**src/rtl/mult_control_n.sv**
```systemverilog
// Sequencer for the add-shift array multiplier: WIDTH ADD/SHIFT step pairs driven by a step counter.
// In signed mode the partial product of the sign bit (last step) is subtracted instead of added.
module mult_control_n #(
    parameter  int WIDTH = 8,
    localparam int CW    = $clog2(WIDTH + 1)
) (
    input  logic          Clk,
    input  logic          Reset,
    input  logic          ClearA_LoadB,
    input  logic          Run,
    input  logic          M,
    input  logic          Signed_Mode,
    output logic          Clr_XA,
    output logic          Ld_B,
    output logic          Add,
    output logic          Sub,
    output logic          Shift_En,
    output logic          Busy,
    output logic          Done,
    output logic [CW-1:0] Step_Count
);

    typedef enum logic [2:0] {IDLE, START, ADD, SHIFT, HOLD} state_t;

    state_t        state;
    logic [CW-1:0] cnt;
    logic          sgn;
    logic [CW-1:0] cnt_inc;
    logic          last_step;

    assign cnt_inc   = cnt + CW'(1);
    assign last_step = (cnt == CW'(WIDTH - 1));

    // HOLD waits for Run to drop so a level-held Run cannot start a second multiply
    always_ff @(posedge Clk) begin
        if (Reset) begin
            state <= IDLE;
            cnt   <= '0;
            sgn   <= 1'b0;
        end else begin
            case (state)
                IDLE: begin
                    if (Run) begin
                        state <= START;
                        sgn   <= Signed_Mode;
                    end
                end
                START: begin
                    cnt   <= '0;
                    state <= ADD;
                end
                ADD: begin
                    state <= SHIFT;
                end
                SHIFT: begin
                    cnt   <= cnt_inc;
                    state <= (cnt_inc == CW'(WIDTH)) ? HOLD : ADD;
                end
                HOLD: begin
                    if (!Run) state <= IDLE;
                end
                default: begin
                    state <= IDLE;
                end
            endcase
        end
    end

    always_comb begin
        Clr_XA   = 1'b0;
        Ld_B     = 1'b0;
        Add      = 1'b0;
        Sub      = 1'b0;
        Shift_En = 1'b0;
        Busy     = 1'b0;
        Done     = 1'b0;
        case (state)
            IDLE: begin
                Clr_XA = ClearA_LoadB;
                Ld_B   = ClearA_LoadB;
            end
            START: begin
                Clr_XA = 1'b1;
                Busy   = 1'b1;
            end
            ADD: begin
                Busy = 1'b1;
                if (M) begin
                    if (last_step && sgn) Sub = 1'b1;
                    else                  Add = 1'b1;
                end
            end
            SHIFT: begin
                Shift_En = 1'b1;
                Busy     = 1'b1;
            end
            HOLD: begin
                Done = 1'b1;
            end
            default: begin
            end
        endcase
    end

    assign Step_Count = cnt;

endmodule

```
**config.mk**
```make
export PLATFORM = sky130hd
export DESIGN_NAME = mult_control_n
export DESIGN_NICKNAME = d
export VERILOG_FILES = /design/src/rtl/mult_control_n.sv
export SDC_FILE = /design/constraint.sdc
export NUM_CORES = 1
export LEC_CHECK = 0
export BUFFER_PORTS_ARGS = -buffer_cell sky130_fd_sc_hd__buf_2
export CAP_MARGIN = 20
export CORE_AREA = 2 2 39 41
export CTS_CLUSTER_SIZE = 25
export DETAILED_ROUTE_END_ITERATION = 7
export DIE_AREA = 0 0 41 43
export PLACE_DENSITY = 0.64
export SKIP_LAST_GASP = 1
export SLEW_MARGIN = 20
export SYNTH_ARGS = -nofsm -noshare
export SYNTH_HDL_FRONTEND = slang
export SYNTH_SLANG_ARGS = --single-unit
export TNS_END_PERCENT = 100
```
**constraint.sdc**
```tcl
create_clock -name Clk -period 1.3 [get_ports Clk]
set_input_delay 0.39 -clock Clk [delete_from_list [all_inputs] [get_ports Clk]]
set_output_delay 0.39 -clock Clk [all_outputs]
set_load 0.02 [all_outputs]
```
==> results.md, run 1 <==
- Num ports: 17
- Critical path class: reg -> out
- Routed WL per cell: 12.6 µm
- Post-detailed-route via-to-cell ratio: around 5.1
- Growth of design area from synthesis to finish: 87.0%
- Skew-Pair Late Insertion Delay: roughly 0.25 ns
- Clk slew on worst S/H paths: 0.06 ns
- Number of pins with negative max-slew slack in the final report: 0
- Path category of the worst min-delay check: in -> reg
- Number of register bits inferred by synthesis: 8
- Die Footprint: approximately 0.0018 mm²
- Largest stage delay on the critical path: roughly 0.35 ns
- Clock sinks: 8
- Final core area utilization: 0.653
- Quantity of I/O buffers inserted on ports: 16
- Clock tree from TritonCTS: done
- First-pass GRT wire length: 1970 µm
- Post-route ant nets: 0
- Bufs on Longest Clock Path: 2
- Setup crit start kind: flop
- Total grt overflow: 0
- Largest fanout on the critical path: 2
- Number of unique standard cell types used by synthesis: 30
- Post-route DRC violation count: 0
- Power per Cell Area: 725 mW/mm²
- Sequential-to-total area share from yosys stat: 0.332
- Final Hold Violating Endpoints: 0
- RePlAce Congestion: roughly 0.73
- Number of buffers added to fix hold violations after cts: 0
- Final HPWL from detailed placement: approximately 900 µm
- Maximum number of pins on one net before global-route repair: 10
- Total wire length after detailed routing: approximately 1300 µm
- Average footprint of a synthesized cell: slightly above 9 µm²
- 1st-pass router iterations: 3
- Number of antenna violations at the first check in global routing: 0
- Area of the placeable core: about 0.0014 mm²
- Failing checks: negative setup slack
- Root buffer cell: sky130_fd_sc_hd__clkbuf_4
- Worst Tran Pin Value: 0.364 ns
- Peak supply drop: roughly 0.0004 V
- Count of nets after finishing: 94
- Final critical delay including setup and external delays: 1.69 ns
- Effective utilization at floorplan: 0.349
- Number of buffers and inverters on the critical path: 1
- Crit path DAT: 1.30 ns
- Final setup margin: -0.393 ns
- Die Ht: approximately 43 µm
- Number of core rows: 14
- Cells along the critical path: ha_4, nand4b_1, nor4b_4, buf_4
- Total vias in the final route: roughly 520
- Net count after synthesis: 60
- Post-Place Worst Slack: -0.231 ns
- Horiz. Die Dim: about 41 µm
- Violation count after the first detailed-routing iteration: 11
- Tcrit/Tclk final: 1.30
- Kind of capture point of the worst setup path: output port
- Reported max-cap violation count: 0
- Number of buffers created by CTS: 3
- GRT Resource Usage Total: 0.162
- Clock skew after layout: about 0.0029 ns
- Number of instances in the synthesized netlist: between 50 and 60
- FMAX: ~0.59 GHz
- Final Setup Violations: 7
- Headroom to the max-slew limit: 0.756
- Warning count from the yosys run: 0
- Endpoint required time on the critical path: between 0.9 and 1 ns
- RSZ-0062 raised after global routing: true
- Antenna diode instance count: 0
- Outcome: finished with violations
- Layout cells sized above 1: 0.663
- Instance count after placement with tap cells included: 96
- Top cell family by delay on the critical path: simple AND/OR/NAND/NOR gates
- Master of the slowest instance on the critical path: sky130_fd_sc_hd__dfxtp_4
- Final non-filler cell total: approximately 100
- Level count of the clock H-tree: 1
- Setup TNS: -1.61 ns
- P_leak: 0.384 nW
- Number of global-route vias before repair: approximately 500
- Synthesized cell area: 483 µm²
-- sequential cells by signal (all words and copies together), names as in the netlist --
name	cells
Step_Count	4
sgn	1
state	3
-- synth_stat cells --
library cell	number	share of area
sky130_fd_sc_hd__nor4b_2	1	0.031
sky130_fd_sc_hd__nor2_1	6	0.047
sky130_fd_sc_hd__buf_2	1	0.010
sky130_fd_sc_hd__and4_2	1	0.021
sky130_fd_sc_hd__and4b_1	1	0.021
sky130_fd_sc_hd__and3_1	1	0.013
sky130_fd_sc_hd__ha_1	1	0.026
sky130_fd_sc_hd__nand2_1	5	0.039
sky130_fd_sc_hd__buf_4	1	0.016
sky130_fd_sc_hd__dfxtp_1	8	0.33
sky130_fd_sc_hd__nor3_1	1	0.010
sky130_fd_sc_hd__nor4_1	2	0.026
sky130_fd_sc_hd__a21oi_1	3	0.031
sky130_fd_sc_hd__nand3_1	1	0.010
sky130_fd_sc_hd__mux2i_1	1	0.021
sky130_fd_sc_hd__nand4b_1	3	0.054
sky130_fd_sc_hd__xnor2_1	1	0.018
sky130_fd_sc_hd__nor4b_4	1	0.049
sky130_fd_sc_hd__clkbuf_2	1	0.010
sky130_fd_sc_hd__nor2b_1	1	0.013
sky130_fd_sc_hd__buf_6	1	0.023
sky130_fd_sc_hd__nor4b_1	1	0.018
sky130_fd_sc_hd__and2_1	2	0.026
sky130_fd_sc_hd__nand3b_1	2	0.031
sky130_fd_sc_hd__a31oi_1	1	0.013
sky130_fd_sc_hd__and2b_2	1	0.018
sky130_fd_sc_hd__a2111oi_2	1	0.031
sky130_fd_sc_hd__o21ai_0	1	0.010
sky130_fd_sc_hd__nand2b_1	1	0.013
sky130_fd_sc_hd__a31o_2	1	0.018
-- power breakdown --
group | leakage, nW | switching [mW] | internal (mW)
combinational | 0.300 | 0.0907 | 0.104
sequential | 0.0693 | 0.0115 | 0.248
clock | 0.0150 | 0.0830 | 0.117
-- worst min-delay path, stage by stage --
cell	delay [ns]
sky130_fd_sc_hd__buf_2	0.07
sky130_fd_sc_hd__mux2i_1	0.05
sky130_fd_sc_hd__nor2_1	0.07
-- cells by family (layout without fill, tap and decap cells) --
group,after synthesis,count (layout),share of synthesized area
and+or+nand+nor,31,31,0.440
DFF,8,8,0.332
AOI/OAI and AO/OA,7,7,0.104
buffers and inverters,4,37,0.0596
adders and majority gates,1,1,0.0259
xor gates and xnor gates,1,1,0.0181
muxes,1,1,0.0207
-- final timing paths --
kind	start	end	slack [ns]	depth (start not counted)
max reg2reg	Step_Count[1]$_SDFFE_PP0P_	state[1]$_SDFFE_PP0P_	0.06	4
min	Signed_Mode	sgn$_SDFFE_PP0P_	0.38	3
min reg2reg	sgn$_SDFFE_PP0P_	sgn$_SDFFE_PP0P_	0.51	2
max	Step_Count[1]$_SDFFE_PP0P_	Add	-0.39	4
-- final cells by class --
| type | instances | area, µm² |
|---|---|---|
| tap | 16 | 20.0 |
| fill | 127 | 480 |
| multi-input combinational | 41 | 393 |
| clock buffer | 4 | 26.3 |
| sequential | 8 | 180 |
| timing repair buffer | 33 | 284 |
-- through the flow --
step | instance area (µm²) | hold slack (ns) | power, mW
floorplan | 556 | 0.461 | 0.361
global placement | 761 | 0.493 | 0.420
detailed placement | 761 | 0.507 | 0.421
CTS | 843 | 0.373 | 0.648
global route | 903 | 0.393 | 0.704
finish | 903 | 0.377 | 0.655
-- placed cells by master, fill, tap and decap left out, drive strengths merged --
cell and instances:
a2111oi 1, a21oi 3, a31o 1, a31oi 1, and2 2, and2b 1, and3 1, and4 1
and4b 1, buf 33, clkbuf 4, dfxtp 8, ha 1, mux2i 1, nand2 5, nand2b 1
nand3 1, nand3b 2, nand4b 3, nor2 6, nor2b 1, nor3 1, nor4 2, nor4b 3
o21ai 1, xnor2 1
-- layer usage --
layer | wire, µm | global-route usage | part of all wire | vias up
li1 | - | - | - | 262
met1 | 514 | 0.188 | 0.40 | 246
met2 | 698 | 0.266 | 0.54 | 16
met3 | 71 | 0.0314 | 0.055 | 0
met4 | 0 | 0.0800 | 0 | 0
met5 | 0 | 0 | 0 | -
-- timing repair --
| item | in CTS | in global routing |
|---|---|---|
| buffers inserted | 1 | 1 |
| pin swaps | 2 | 2 |
| gates resized for setup | 18 | 13 |
| setup endpoints to repair | 7 | 11 |
No activity file was read; power rests on OpenSTA's default activity.
==> inputs of run 2 (changes only) <==
==> constraint.sdc (replaced) <==
create_clock -name Clk -period 1.3 [get_ports Clk]
set_input_delay 0.39 -clock Clk [delete_from_list [all_inputs] [get_ports Clk]]
set_output_delay 0.39 -clock Clk [all_outputs]
set_load 0.1 [all_outputs]
==> results.md, run 2 (same netlist as run 1, synthesis figures left out) <==
- Failing checks: negative setup slack
- Peak supply drop: 0.000535 V (+31%)
- Setup TNS: -2.52 ns (-0.914 ns)
- Die Footprint: 0.00176 mm² (unchanged)
- Setup crit start kind: flop
- Count of nets after finishing: 100 (+6.4%)
- Maximum number of pins on one net before global-route repair: 10 (unchanged)
- Total wire length after detailed routing: 1470 µm (+15%)
- Bufs on Longest Clock Path: 2 (unchanged)
- Number of pins with negative max-slew slack in the final report: 0 (unchanged)
- Largest fanout on the critical path: 2 (unchanged)
- Clock tree from TritonCTS: done
- Cell count of the worst reg-to-reg path: 6 (+2)
- Effective utilization at floorplan: 0.349 (unchanged)
- Launch instance of the worst register-to-register path: state[0]$_SDFFE_PP0P_
- Post-route ant nets: 0 (unchanged)
- Power, Total: 0.809 mW (+23%)
- Total grt overflow: 0 (unchanged)
- 1st-pass router iterations: 4 (+1)
- Clk slew on worst S/H paths: 0.06 ns (about the same)
- Final HPWL from detailed placement: 1020 µm (+14%)
- Layout cells sized above 1: 0.696 (+0.0329)
- Quantity of I/O buffers inserted on ports: 16 (unchanged)
- Reported max-cap violation count: 0 (unchanged)
- Headroom to the max-slew limit: 0.772 (+0.0160)
- Path category of the worst min-delay check: in -> reg
- Critical path class: reg -> out
- Highest-count cells in the layout ignoring fill and taps: sky130_fd_sc_hd__buf_6 (12), sky130_fd_sc_hd__buf_12 (11), sky130_fd_sc_hd__buf_4 (11)
- Die Ht: 43 µm (unchanged)
- Number of global-route vias before repair: 540 (+9.8%)
- Final Setup Violations: 9 (+2)
- Number of buffers created by CTS: 3 (unchanged)
- Level count of the clock H-tree: 1 (unchanged)
- Root buffer cell: sky130_fd_sc_hd__clkbuf_4
- Top cell family by delay on the critical path: simple AND/OR/NAND/NOR gates
- GRT Resource Usage Total: 0.195 (+0.0334)
- Leading cell type in the layout, fill and taps excluded: sky130_fd_sc_hd__buf_6
- Outcome: finished with violations
- Largest stage delay on the critical path: 0.35 ns (about the same)
- Worst r2r dst: sgn$_SDFFE_PP0P_
- Worst Hold Path EP: sgn$_SDFFE_PP0P_
- Reg2reg setup slack: 0.02 ns (-0.04 ns)
- Flip-flop count of the largest register after layout: 4 (unchanged)
- RePlAce Congestion: 0.770 (+5.7%)
- Kind of capture point of the worst setup path: output port
- Number of cells on the worst hold path: 3 (unchanged)
- Clock skew after layout: 0.00149 ns (-0.00141 ns)
- Power per Cell Area: 743 mW/mm² (+2.5%)
- Post-route DRC violation count: 0 (unchanged)
- Final Hold Violating Endpoints: 0 (unchanged)
- Routed WL per cell: 13.6 µm (+8.4%)
- FMAX: 0.542 GHz (-8.2%)
- Growth of design area from synthesis to finish: 125%
- Startpoint of the most critical hold path: Signed_Mode
- Crit path DAT: 1.45 ns (+0.15 ns)
- Worst Tran Pin Value: 0.340 ns (-0.0238 ns)
- Cells along the critical path: ha_4, nand4b_1, nor4_4, buf_12
- Endpoint required time on the critical path: 0.91 ns (about the same)
- Number of buffers and inverters on the critical path: 1 (unchanged)
- P_leak: 0.449 nW (+17%)
- Number of antenna violations at the first check in global routing: 0 (unchanged)
- Final critical delay including setup and external delays: 1.84 ns (+0.150 ns)
- Final setup margin: -0.543 ns (-0.150 ns)
- Final-layout worst hold slack: 0.388 ns (+0.0112 ns)
- Num ports: 17 (unchanged)
- RSZ-0062 raised after global routing: true
- Antenna diode instance count: 0 (unchanged)
- Master of the slowest instance on the critical path: sky130_fd_sc_hd__dfxtp_4
- Post-detailed-route via-to-cell ratio: 4.94 (-3.9%)
- Tcrit/Tclk final: 1.42 (+0.116)
- Violation count after the first detailed-routing iteration: 5 (-6)
- Clock sinks: 8 (unchanged)
- Total vias in the final route: 533 (+1.7%)
- Horiz. Die Dim: 41 µm (unchanged)
- Skew-Pair Late Insertion Delay: 0.25 ns (about the same)
- Number of core rows: 14 (unchanged)
- First-pass GRT wire length: 2300 µm (+17%)
- Area of the placeable core: 0.00138 mm² (unchanged)
-- run 2: cell types whose count changed in the layout (fill, tap and decap cells not counted), sizes merged --
cell	before	now
buf	33	39
-- run 2: metrics by stage --
step / std cells / cell area (µm²) / setup WS [ns] / utilization
final: 108 / 1090 / -0.543 / 0.787
after global routing: 108 / 1090 / -0.615 / 0.787
after CTS: 105 / 1050 / -0.546 / 0.762
after detailed placement: 98 / 951 / -0.326 / 0.687
after global placement: 98 / 951 / -0.269 / 0.687
after floorplan: 53 / 601 / -1.12 / -
-- run 2: timing repair --
item / in CTS / in global routing
setup buffers: 4 / 4
pin swaps: 10 / 7
hold buffers: 0 / 0
gates resized for setup: 14 / 3
endpoints found under the setup margin: 11 / 13
-- run 2: worst reg2reg max path: stages, from the launching register on --
cell	delay (ns)
sky130_fd_sc_hd__dfxtp_4	0.36
sky130_fd_sc_hd__buf_6	0.12
sky130_fd_sc_hd__buf_6	0.11
sky130_fd_sc_hd__buf_6	0.11
sky130_fd_sc_hd__nor4b_4	0.21
sky130_fd_sc_hd__mux2i_1	0.20
sky130_fd_sc_hd__nor2_1	0.06
-- run 2: worst max-delay path by stage --
stage / start / end / slack (ns) / cells past startpoint
2_1_floorplan: Step_Count[1]$_SDFFE_PP0P_ / Sub / -1.12 / 3
3_3_place_gp: Step_Count[1]$_SDFFE_PP0P_ / Sub / -0.27 / 4
3_5_place_dp: Step_Count[1]$_SDFFE_PP0P_ / Sub / -0.33 / 4
4_1_cts: Step_Count[0]$_SDFFE_PP0P_ / Sub / -0.55 / 4
5_1_grt: Step_Count[0]$_SDFFE_PP0P_ / Sub / -0.61 / 4
6_report: Step_Count[0]$_SDFFE_PP0P_ / Sub / -0.54 / 4
-- run 2: metal layers --
layer	GRT usage	vias to the layer above	wire length [µm]
met5	0	-	0
met4	0.107	0	6
met1	0.253	245	617
met2	0.303	14	801
met3	0.0157	2	49
li1	-	272	-
-- run 2: area by class of cell --
cell class,count,area [µm²]
Timing Repair Buffer,39,463
Multi-Input combinational cell,41,393
Fill cell,93,295
Sequential cell,8,186
Clock buffer,4,26.3
Tap cell,16,20.0
-- run 2: where the power goes --
group / internal (mW) / switching (mW) / leakage [nW]
Combinational: 0.156 / 0.190 / 0.364
Clock: 0.118 / 0.0878 / 0.0150
Sequential: 0.244 / 0.0127 / 0.0704
==> inputs of run 3 (changes only) <==
==> constraint.sdc (replaced) <==
create_clock -name Clk -period 1.8 [get_ports Clk]
set_input_delay 0.54 -clock Clk [delete_from_list [all_inputs] [get_ports Clk]]
set_output_delay 0.54 -clock Clk [all_outputs]
set_load 0.1 [all_outputs]
==> results.md, run 3 (same netlist as run 1, synthesis figures left out) <==
- Count of nets after finishing: 90 (-10%)
- Leading cell type in the layout, fill and taps excluded: sky130_fd_sc_hd__buf_4
- Number of core rows: 14 (unchanged)
- Routed WL per cell: 13.1 µm (-4.2%)
- Launching instance or port of the critical path: Step_Count[1]$_SDFFE_PP0P_
- Crit path DAT: 1.44 ns (about the same)
- Power per Cell Area: 607 mW/mm² (-18%)
- Violation count after the first detailed-routing iteration: 14 (+9)
- Clk slew on worst S/H paths: 0.06 ns (about the same)
- Post-detailed-route via-to-cell ratio: 5.19 (+5.2%)
- RePlAce Congestion: 0.813 (+5.6%)
- Clock skew after layout: 0.00208 ns (+0.000593 ns)
- Root buffer cell: sky130_fd_sc_hd__clkbuf_4
- Failing checks: negative setup slack
- Total grt overflow: 0 (unchanged)
- Endpoint required time on the critical path: 1.26 ns (+0.35 ns)
- RSZ-0062 raised after global routing: true
- Post-Place Worst Slack: 0.00681 ns (+0.333 ns)
- Effective utilization at floorplan: 0.349 (unchanged)
- Clock sinks: 8 (unchanged)
- Final critical delay including setup and external delays: between 1.5 and 2 ns
- Peak supply drop: 0.000502 V (-6.1%)
- Die Ht: 43 µm (unchanged)
- Final Hold Violating Endpoints: 0 (unchanged)
- Growth of design area from synthesis to finish: 84.2%
- Horiz. Die Dim: 41 µm (unchanged)
- Final Setup Violations: 2 (-7)
- Skew-Pair Late Insertion Delay: 0.26 ns (about the same)
- Highest-count cells in the layout ignoring fill and taps: sky130_fd_sc_hd__buf_4 (11), sky130_fd_sc_hd__buf_2 (9), sky130_fd_sc_hd__buf_12 (7)
- Instance area at placement: 793 µm² (-17%)
- FMAX: 0.506 GHz
- P_leak: 0.374 nW (-17%)
- Area of the placeable core: 0.00138 mm² (unchanged)
- Kind of capture point of the worst setup path: output port
- Startpoint of the most critical hold path: state[0]$_SDFFE_PP0P_
- Largest fanout on the critical path: 2 (unchanged)
- Total wire length after detailed routing: 1280 µm (-13%)
- Critical path class: reg -> out
- First-pass GRT wire length: 1970 µm (-15%)
- Final core area utilization: 0.643 (-0.144)
- Level count of the clock H-tree: 1 (unchanged)
- Quantity of I/O buffers inserted on ports: 16 (unchanged)
- Bufs on Longest Clock Path: 2 (unchanged)
- 1st-pass router iterations: 4 (unchanged)
- Flip-flop count of the largest register after layout: 4 (unchanged)
- Worst Tran Pin Value: 0.496 ns (+0.156 ns)
- Number of buffers created by CTS: 3 (unchanged)
- Final HPWL from detailed placement: 869 µm (-15%)
- Reg2reg setup slack: 0.32 ns (+0.30 ns)
- Launch instance of the worst register-to-register path: Step_Count[1]$_SDFFE_PP0P_
- Final setup margin: -0.178 ns (+0.365 ns)
- Tcrit/Tclk final: 1.10
- Antenna diode instance count: 0 (unchanged)
- GRT Resource Usage Total: 0.172 (-0.0238)
- Clock tree from TritonCTS: done
- Post-route ant nets: 0 (unchanged)
- Layout cells sized above 1: 0.646 (-0.0493)
- Maximum number of pins on one net before global-route repair: 10 (unchanged)
- Number of antenna violations at the first check in global routing: 0 (unchanged)
- Outcome: finished with violations
- Num ports: 17 (unchanged)
- Post-route DRC violation count: 0 (unchanged)
- Headroom to the max-slew limit: 0.672 (-0.100)
- Final cell area excluding filler cells: 890 µm² (-18%)
- Total vias in the final route: 509 (-4.5%)
- Die Footprint: 0.00176 mm² (unchanged)
- Path category of the worst min-delay check: reg -> reg
- Reported max-cap violation count: 0 (unchanged)
- Setup crit start kind: flop
- Number of pins with negative max-slew slack in the final report: 0 (unchanged)
- Number of global-route vias before repair: 485 (-10%)
-- run 3: changes by cell type in the layout (fill, tap and decap cells not counted), sizes merged --
cell	previous run	this run
buf	39	29
-- run 3: layout make-up --
class	instances	area, µm²
Multi-Input combinational cell	41	369
Clock buffer	4	26.3
Sequential cell	8	184
Fill cell	112	494
Timing Repair Buffer	29	290
Tap cell	16	20.0
-- run 3: repair_timing --
| action | 4_1_cts | 5_1_grt |
|---|---|---|
| hold buffers | 0 | 0 |
| setup buffers | 6 | 1 |
| gates resized for setup | 3 | 4 |
| pin swaps | 3 | 3 |
| setup endpoints to repair | 5 | 6 |
-- run 3: per-layer routing --
layer  share of wire  GRT usage  up-vias
met2            0.52      0.241       17
met5               0          0        -
met3           0.044     0.0314        4
li1                -          -      256
met1            0.41      0.203      232
met4           0.027      0.167        0
-- run 3: worst max-delay path, cell delays in order, from the launching register on --
cell and delay [ns]:
sky130_fd_sc_hd__dfxtp_4 0.35, sky130_fd_sc_hd__ha_4 0.16, sky130_fd_sc_hd__nand4b_1 0.17, sky130_fd_sc_hd__nor4b_4 0.28
sky130_fd_sc_hd__buf_12 0.21
-- run 3: per-stage QoR --
stage               hold WS, ns  total power, mW  setup TNS [ns]  std cells
floorplan                 0.461            0.325           -1.73         53
global placement          0.490            0.386               0         87
detailed placement        0.494            0.388               0         87
CTS                       0.503            0.542          -0.369         97
global route              0.497            0.569          -0.441         98
finish                    0.466            0.540          -0.296         98
-- run 3: path summary, 6_finish.rpt --
check | endpoint | cells past startpoint
worst min register to register | state[0]$_SDFFE_PP0P_ | 1
worst max-delay path | Add | 4
worst max register to register | state[1]$_SDFFE_PP0P_ | 5
worst min-delay path | state[0]$_SDFFE_PP0P_ | 1
-- run 3: power by group --
part / internal, mW / switching [mW] / leakage [nW]
sequential: 0.177 / 0.00989 / 0.0701
clock: 0.0852 / 0.0664 / 0.0150
combinational: 0.0786 / 0.123 / 0.288
